## config.mk

```make
export PLATFORM = sky130hd
export DESIGN_NAME = multi_cycle_ctrl
export DESIGN_NICKNAME = d
export VERILOG_FILES = /design/src/rtl/multi_cycle_ctrl.sv
export SDC_FILE = /design/constraint.sdc
export NUM_CORES = 1
export LEC_CHECK = 0
export BUFFER_PORTS_ARGS = -buffer_cell sky130_fd_sc_hd__buf_2
export CAP_MARGIN = 15
export CORE_MARGIN = 8
export CORE_UTILIZATION = 35
export DETAILED_ROUTE_END_ITERATION = 8
export PLACE_DENSITY = 0.67
export SLEW_MARGIN = 20
export SYNTH_ARGS = -nofsm -noshare
export SYNTH_HDL_FRONTEND = slang
export SYNTH_SLANG_ARGS = --single-unit
```

## constraint.sdc

```tcl
create_clock -name multi_clk -period 1.8 [get_ports multi_clk]
set_input_delay 0.09 -clock multi_clk [delete_from_list [all_inputs] [get_ports multi_clk]]
set_output_delay 0.09 -clock multi_clk [all_outputs]
set_load 0.02 [all_outputs]
```

## src/rtl/multi_cycle_ctrl.sv

```systemverilog
// multi_cycle_ctrl: control FSM for a multi-cycle MIPS-style datapath.
// Supported opcodes: R-type, lw, sw, beq, j, addi; bne is added when the
// BNE_SUPPORT_EN macro is defined.
// ILL_HALT selects illegal-opcode handling: 0 returns to IF, 1 parks in HALT.
//
// state  | meaning
// IF     | instruction fetch, waits for mem_ready
// ID     | decode, register read, branch target into ALUOut
// MADDR  | lw/sw effective address
// MRD    | data read, waits for mem_ready
// WBLW   | lw write-back
// MWR    | data write, waits for mem_ready
// EXR    | R-type ALU operation
// WBR    | R-type write-back
// BRANCH | branch compare and conditional PC write
// JUMP   | jump target into PC
// EXI    | addi ALU operation
// WBI    | addi write-back
// HALT   | parked after an illegal opcode; only reset leaves it
module multi_cycle_ctrl #(
  parameter int ILL_HALT = 0
) (
  input  logic       multi_clk,
  input  logic       rst_n,
  input  logic [5:0] opcode,
  input  logic       zero,
  input  logic       mem_ready,
  output logic [3:0] current_state,
  output logic       pc_write,
  output logic       pc_write_cond,
  output logic       i_or_d,
  output logic       mem_read,
  output logic       mem_write,
  output logic       ir_write,
  output logic       mem_to_reg,
  output logic       reg_dst,
  output logic       reg_write,
  output logic       alu_src_a,
  output logic [1:0] alu_src_b,
  output logic [1:0] alu_op,
  output logic [1:0] pc_source,
  output logic       finish,
  output logic       illegal_op
);

  typedef enum logic [3:0] {
    S_IF     = 4'd0,
    S_ID     = 4'd1,
    S_MADDR  = 4'd2,
    S_MRD    = 4'd3,
    S_WBLW   = 4'd4,
    S_MWR    = 4'd5,
    S_EXR    = 4'd6,
    S_WBR    = 4'd7,
    S_BRANCH = 4'd8,
    S_JUMP   = 4'd9,
    S_EXI    = 4'd10,
    S_WBI    = 4'd11,
    S_HALT   = 4'd15
  } state_t;

  localparam logic [5:0] OP_RTYPE = 6'b000000;
  localparam logic [5:0] OP_LW    = 6'b100011;
  localparam logic [5:0] OP_SW    = 6'b101011;
  localparam logic [5:0] OP_BEQ   = 6'b000100;
  localparam logic [5:0] OP_J     = 6'b000010;
  localparam logic [5:0] OP_ADDI  = 6'b001000;
`ifdef BNE_SUPPORT_EN
  localparam logic [5:0] OP_BNE   = 6'b000101;
`endif

  state_t r_state;
  logic   r_is_sw;
  logic   r_illegal_op;
  state_t w_id_next;
  logic   w_id_illegal;
  logic   w_branch_qual;

`ifdef BNE_SUPPORT_EN
  logic   r_is_bne;

  // Branch sense comes from the opcode latched in ID: beq takes on zero, bne on !zero.
  assign w_branch_qual = zero ^ r_is_bne;
`else
  // beq-only build: the datapath qualifies the PC write with zero itself.
  assign w_branch_qual = 1'b1 | zero;
`endif

  // Opcode decode used only while in ID.
  always_comb begin
    w_id_next    = S_IF;
    w_id_illegal = 1'b0;
    case (opcode)
      OP_RTYPE:     w_id_next = S_EXR;
      OP_LW, OP_SW: w_id_next = S_MADDR;
      OP_BEQ:       w_id_next = S_BRANCH;
      OP_J:         w_id_next = S_JUMP;
      OP_ADDI:      w_id_next = S_EXI;
`ifdef BNE_SUPPORT_EN
      OP_BNE:       w_id_next = S_BRANCH;
`endif
      default: begin
        w_id_illegal = 1'b1;
        w_id_next    = (ILL_HALT != 0) ? S_HALT : S_IF;
      end
    endcase
  end

  // State register, latched opcode class and registered illegal-opcode pulse.
  always_ff @(posedge multi_clk) begin
    if (!rst_n) begin
      r_state      <= S_IF;
      r_is_sw      <= 1'b0;
      r_illegal_op <= 1'b0;
`ifdef BNE_SUPPORT_EN
      r_is_bne     <= 1'b0;
`endif
    end else begin
      r_illegal_op <= 1'b0;
      case (r_state)
        S_IF:     if (mem_ready) r_state <= S_ID;
        S_ID: begin
          r_state      <= w_id_next;
          r_illegal_op <= w_id_illegal;
          r_is_sw      <= (opcode == OP_SW);
`ifdef BNE_SUPPORT_EN
          r_is_bne     <= (opcode == OP_BNE);
`endif
        end
        S_MADDR:  r_state <= r_is_sw ? S_MWR : S_MRD;
        S_MRD:    if (mem_ready) r_state <= S_WBLW;
        S_MWR:    if (mem_ready) r_state <= S_IF;
        S_EXR:    r_state <= S_WBR;
        S_EXI:    r_state <= S_WBI;
        S_WBLW, S_WBR, S_WBI, S_BRANCH, S_JUMP: r_state <= S_IF;
        S_HALT:   r_state <= S_HALT;
        default:  r_state <= S_IF;
      endcase
    end
  end

  // Moore output decode; only the handshake-completion strobes (IR/PC load in IF,
  // finish in MWR) are qualified by mem_ready, since the access ends in that cycle.
  always_comb begin
    pc_write      = 1'b0;
    pc_write_cond = 1'b0;
    i_or_d        = 1'b0;
    mem_read      = 1'b0;
    mem_write     = 1'b0;
    ir_write      = 1'b0;
    mem_to_reg    = 1'b0;
    reg_dst       = 1'b0;
    reg_write     = 1'b0;
    alu_src_a     = 1'b0;
    alu_src_b     = 2'b00;
    alu_op        = 2'b00;
    pc_source     = 2'b00;
    finish        = 1'b0;
    case (r_state)
      S_IF: begin
        mem_read  = 1'b1;
        alu_src_b = 2'b01;
        ir_write  = mem_ready;
        pc_write  = mem_ready;
      end
      S_ID:    alu_src_b = 2'b11;
      S_MADDR: begin
        alu_src_a = 1'b1;
        alu_src_b = 2'b10;
      end
      S_MRD: begin
        mem_read = 1'b1;
        i_or_d   = 1'b1;
      end
      S_WBLW: begin
        reg_write  = 1'b1;
        mem_to_reg = 1'b1;
        finish     = 1'b1;
      end
      S_MWR: begin
        mem_write = 1'b1;
        i_or_d    = 1'b1;
        finish    = mem_ready;
      end
      S_EXR: begin
        alu_src_a = 1'b1;
        alu_op    = 2'b10;
      end
      S_WBR: begin
        reg_write = 1'b1;
        reg_dst   = 1'b1;
        finish    = 1'b1;
      end
      S_EXI: begin
        alu_src_a = 1'b1;
        alu_src_b = 2'b10;
      end
      S_WBI: begin
        reg_write = 1'b1;
        finish    = 1'b1;
      end
      S_BRANCH: begin
        alu_src_a     = 1'b1;
        alu_op        = 2'b01;
        pc_source     = 2'b01;
        pc_write_cond = w_branch_qual;
        finish        = 1'b1;
      end
      S_JUMP: begin
        pc_source = 2'b10;
        pc_write  = 1'b1;
        finish    = 1'b1;
      end
      default: ;
    endcase
  end

  assign current_state = r_state;
  assign illegal_op    = r_illegal_op;

endmodule

```

# [Word-level counts from Yosys, hierarchy flattened]
# Cells that the tools add are included.
[classes] eq_ne=20 mux=21 n_reduce_logical=12
[ops] op="4-bit case mux with 8 select lines" count=1
[ops] op="4-bit equality test, second input constant" count=5
[ops] op="4-bit case mux with 5 select lines" count=1
[ops] op="4-bit by 3-bit equality test with 1-bit output, second input constant" count=4
[ops] op="6-bit equality test, second input constant" count=2
[ops] op="4-bit 2-to-1 mux" count=3
[ops] op="1-bit 2-to-1 mux" count=10
[ops] op="4-bit by 2-bit equality test with 1-bit output, second input constant" count=2
[ops] op="2-bit case mux with 2 select lines" count=2
[ops] op="2-bit OR reduction" count=4
[ops] op="6-bit by 2-bit equality test with 1-bit output, second input constant" count=1
[ops] op="6-bit by 3-bit equality test with 1-bit output, second input constant" count=1
[ops] op="6-bit by 4-bit equality test with 1-bit output, second input constant" count=1
[ops] op="6-bit zero test" count=1
[ops] op="2-bit != test, second input constant" count=3
[ops] op="2-bit case mux with 3 select lines" count=1
[ops] op="6-bit OR reduction" count=1
[ops] op="5-bit OR reduction" count=1
[ops] op="4-bit by 1-bit equality test with 1-bit output, second input constant" count=1
[ops] op="4-bit zero test" count=1
[ops] op="1-bit case mux with 2 select lines" count=2
[ops] op="4-bit OR reduction" count=1
[ops] op="3-bit 2-to-1 mux" count=1
[ops] op="3-bit AND reduction" count=1
[ops] op="2 further kinds" count=2
[word_totals] ff_bits=6 in_bits=10 out_inout_bits=22 word_cells=56

# [Depth between registers and ports, before layout]
[depth] word_depth=4 depth_mapped=5 depth_no_buf=4

# [Worst setup path after synthesis]
# Ideal clock, no wire load.
[synth_timing] kind="register to output" start="reg r_state[3], in the netlist current_state[3]" end="out pc_source[0]" t_arrival_ps=1912 t_required_ps=1710 path_slack_ps=-202 stages_incl_launch_ff=6 n_path_buf=3 cell_sequence="dfxtp_1 -> clkbuf_1 -> buf_1 -> nand2_1 -> nor3_1 -> buf_4"
[synth_via] elab_chain_len=2 elab_cells_between_ends=3 cone_classes="eq/ne: 2; mux: 1"
[synth_rtl] item="start, declared" line_no="72" text="state_t r_state;"
[synth_rtl] item="start signal, assigned" line_no="123" text="r_state <= w_id_next;"
[synth_rtl] item="start signal, assigned" line_no="130" text="S_MADDR: r_state <= r_is_sw ? S_MWR : S_MRD;"
[synth_rtl] item="4-bit equality test" line_no="159" text="case (r_state)"
[synth_rtl] item="2-bit case mux with 2 select lines *" line_no="159"
[synth_rtl] item="end, declared" line_no="41" text="output logic [1:0] pc_source,"
# Every way passes the cells marked *; elsewhere a longest branch is shown, timed or not.

# [Worst setup path in the final report]
[layout_timing] start="reg r_state[0], in the netlist current_state[0]" end="out finish"
[layout_via] elab_chain_len=3 elab_cells_between_ends=8 cone_classes="eq/ne: 6; mux: 1; reduce/logical: 1"
[layout_rtl] item="4-bit equality test / 4-bit by 3-bit equality test with 1-bit output (equally long branches)" line_no="159"
[layout_rtl] item="5-bit OR reduction (no line)"
[layout_rtl] item="1-bit case mux with 2 select lines *" line_no="159"
[layout_rtl] item="end, declared" line_no="42" text="output logic finish,"
# Marked as above.

==> summary.md <==
| Metric | Value |
|---|---|
| Status | complete, no violations |
| Synth area leaders | dfxtp_1 18%, nor3_1 8.4%, nand2_1 7.5%, o21ai_0 6.9%, nor2_1 5.2% |
| Placer Congestion | approximately 0.79 |
| Drt total wl | a little under 2000 um |
| Area growth, synth to finish | 32.6% |
| Initial Util | between 30% and 40% |
| Final Net Count | 141 |
| Dpl cells | around 150 |
| Total CTS buffers | 3 |
| Full die area | between 3000 and 4000 um2 |
| FP Rows | 15 |
| Setup CP Type | reg2out |
| Rel. slew slack | 75.7% |
| Fmax | between 600 and 700 MHz |
| Vias in the first global route | 740 |
| Share of the synthesized area in the top cell type | a little under a fifth |
| Crit path to | finish |
| Largest net degree at the start of global routing | 25 |
| Mapped Area | ~650 um2 |
| GRT Util Overall | 11.3% |
| Met1 Track Usage GR | a little over an eighth |
| Remaining Overflow, GRT | 0 |
| Setup violations, final | 0 |
| R2R Setup Slk | 360 ps |
| Ports | 32 |
| Top_reg_cell synth | dfxtp_1 |
| Yosys cell types | 35 |
| CTS Buffer Depth | 2 |
| Setup TNS | 0 ps |
| Syn_area_per_cell | between 6 and 7 um2 |
| Core Area | ~1700 um2 |
| Synth area leader | dfxtp_1 |
| Initial DRC count | 17 |
| First-pass GRT wire length | ~3200 um |
| Clk slew on worst S/H paths | ~40 ps |
| Synthesized flop and latch total | 6 |
| Fin. Hold Viols | 0 |
| Crit path DAT | approximately 1500 ps |
| CTS tree | built |
| Clock latency on the worst-skew pair | approximately 240 ps |
| PwrDens | 453 nW/um2 |
| ANT cells | 0 |
| Synth top cells by count | 13 x nand2_1, 11 x nor3_1, 9 x nor2_1, 9 x o21ai_0, 6 x dfxtp_1 |
| Die Wd | just under 60 um |
| Worst-Margin Slew | ~360 ps |
| Vias | 840 |
| Pre-CTS setup slack | about 370 ps |
| Detailed Routing Iterations Pass 1 | 4 |
| Crit start category | flip-flop |
| Req. time, crit path | roughly 1700 ps |
| GRT met3 Usage | between 4 and 5% |
| Min Tclk post-route | around 1600 ps |
| Layout cells sized above 1 | about a third |
| CTS root buf | clkbuf_4 |
| Worst setup EP type | output pin |
| Initial antenna violation count | 0 |
| Via/cell ratio | around 5.5 |
| Fin area | approximately 860 um2 |
| Htree depth | 1 |
| GR peak layer | met2 |
| Post-synth ARST share | 0% |
| Clock sink count | 6 |
| Hold_buf cts | 0 |
| Postcts setup bufs | 0 |
| Fill count | 195 |
| Gates resized, CTS repair | 0 |
| Port bufs | 30 |
| RSZ-0062 raised after global routing | no |
| Synth Net Count | 109 |
| Post-DP Area | 842 um2 |
| Leakage power | ~0.00041 uW |
| Post-synthesis sequential area ratio | between 10% and 20% |
| DRC viols | 0 |
| Clock Skew | ~1.8 ps |
| Hpwl dp | around 1500 um |
| EDFF count, synth | 0 |
| Cell count after synthesis | 99 |
| Non-Filler Instances | 154 |
| Total of max-cap violations | 0 |
| Worst reg2reg path endpoint | current_state[2]$_SDFFE_PN0P_ |
| Grt met2 use | 18.4% |
| Final ANT Viol Nets | 0 |
| Period utilization | around nine tenths |
| Slack of the critical path | between 150 and 200 ps |
| Worst vdd ir | around 0.27 mV |
| Total power | about 400 uW |
| Die height | 59.2 um |
| CP startpoint | current_state[0]$_SDFFE_PN0P_ |
| Max-slew violations | 0 |
| Wirelength per Cell | approximately 13 um |
| Critical path peak fanout | 24 |
| Worst min path class | in2reg |
| Reg-to-Reg Start | current_state[2]$_SDFFE_PN0P_ |
| Syn. warnings | 0 |
| Most common cell in the netlist | nand2_1 |
| Worst r2r path cells | 4 |
report_power, final:
part | internal (uW) | switching [uW] | total [uW]
registers | 138 | 1.92 | 140
logic | 50.7 | 80.7 | 131
clock network | 75.2 | 45.3 | 120
flip-flops by register name, summed over array words and instances, names as in the netlist:
| signal | cells |
|---|---|
| current_state | 4 |
| r_is_sw | 1 |
| illegal_op | 1 |
critical path, cell delays in order, from the launching register on:
cell     delay (ps)
dfxtp_1         330
buf_4           250
nor3b_1         260
o21ai_0         110
and3b_1         180
buf_2           150
worst min path at each step:
stage                      from                            end  slack (ps)  cells past startpoint
after detailed placement  rst_n  current_state[0]$_SDFFE_PN0P_         380                      3
after global routing      rst_n  current_state[1]$_SDFFE_PN0P_         150                      3
after global placement    rst_n  current_state[0]$_SDFFE_PN0P_         380                      3
after floorplan           rst_n  current_state[0]$_SDFFE_PN0P_         230                      2
after CTS                 rst_n  current_state[0]$_SDFFE_PN0P_         120                      3
final                     rst_n  current_state[0]$_SDFFE_PN0P_         130                      3
kinds of logic after synthesis:
kind of cell	count (synthesis)	share of synthesized area, %
and+or+nand+nor	53	44.3
AOI/OAI and AO/OA	23	21.7
buffers and inverters	11	6.91
DFF	6	18.4
xor gates and xnor gates	4	5.38
muxes	1	1.73
adders and majority gates	1	1.54
metal layers:
metal  routed length [um]  vias to the layer above  share of wire (%)
met4                   21                        0                1.1
li1                     -                      418                  -
met1                  869                      382                 44
met2                  900                       36                 46
met3                  185                        4                9.4
met5                    0                        -                  0
per-stage QoR:
| step | hold WS, ps | util, % |
|---|---|---|
| after floorplan | 228 | - |
| after global placement | 379 | 48.2 |
| after detailed placement | 378 | 48.2 |
| after CTS | 121 | 49.5 |
| after global routing | 147 | 49.5 |
| final | 132 | 49.5 |
area by class of cell:
type | instances | area (um2) | share of cell area (%)
inverters | 3 | 11.3 | 1.30
repair buffers | 35 | 188 | 21.7
well taps | 25 | 31.3 | 3.62
multi-input cells | 82 | 492 | 56.9
clock buffers | 3 | 22.5 | 2.60
flip-flops and latches | 6 | 120 | 13.9
placed cells by master, fill, tap and decap left out, types with 2 or more instances in the layout:
master	n
nand2b_1	5
dfxtp_1	6
inv_1	3
xor2_1	3
buf_2	30
nor2_1	9
buf_4	5
nand2_1	13
nor4_1	2
nor3_1	10
and2_1	2
and3_1	3
a21oi_1	4
clkbuf_4	3
o21ai_0	9
a31oi_1	2
No activity file was read; power rests on OpenSTA's default activity.
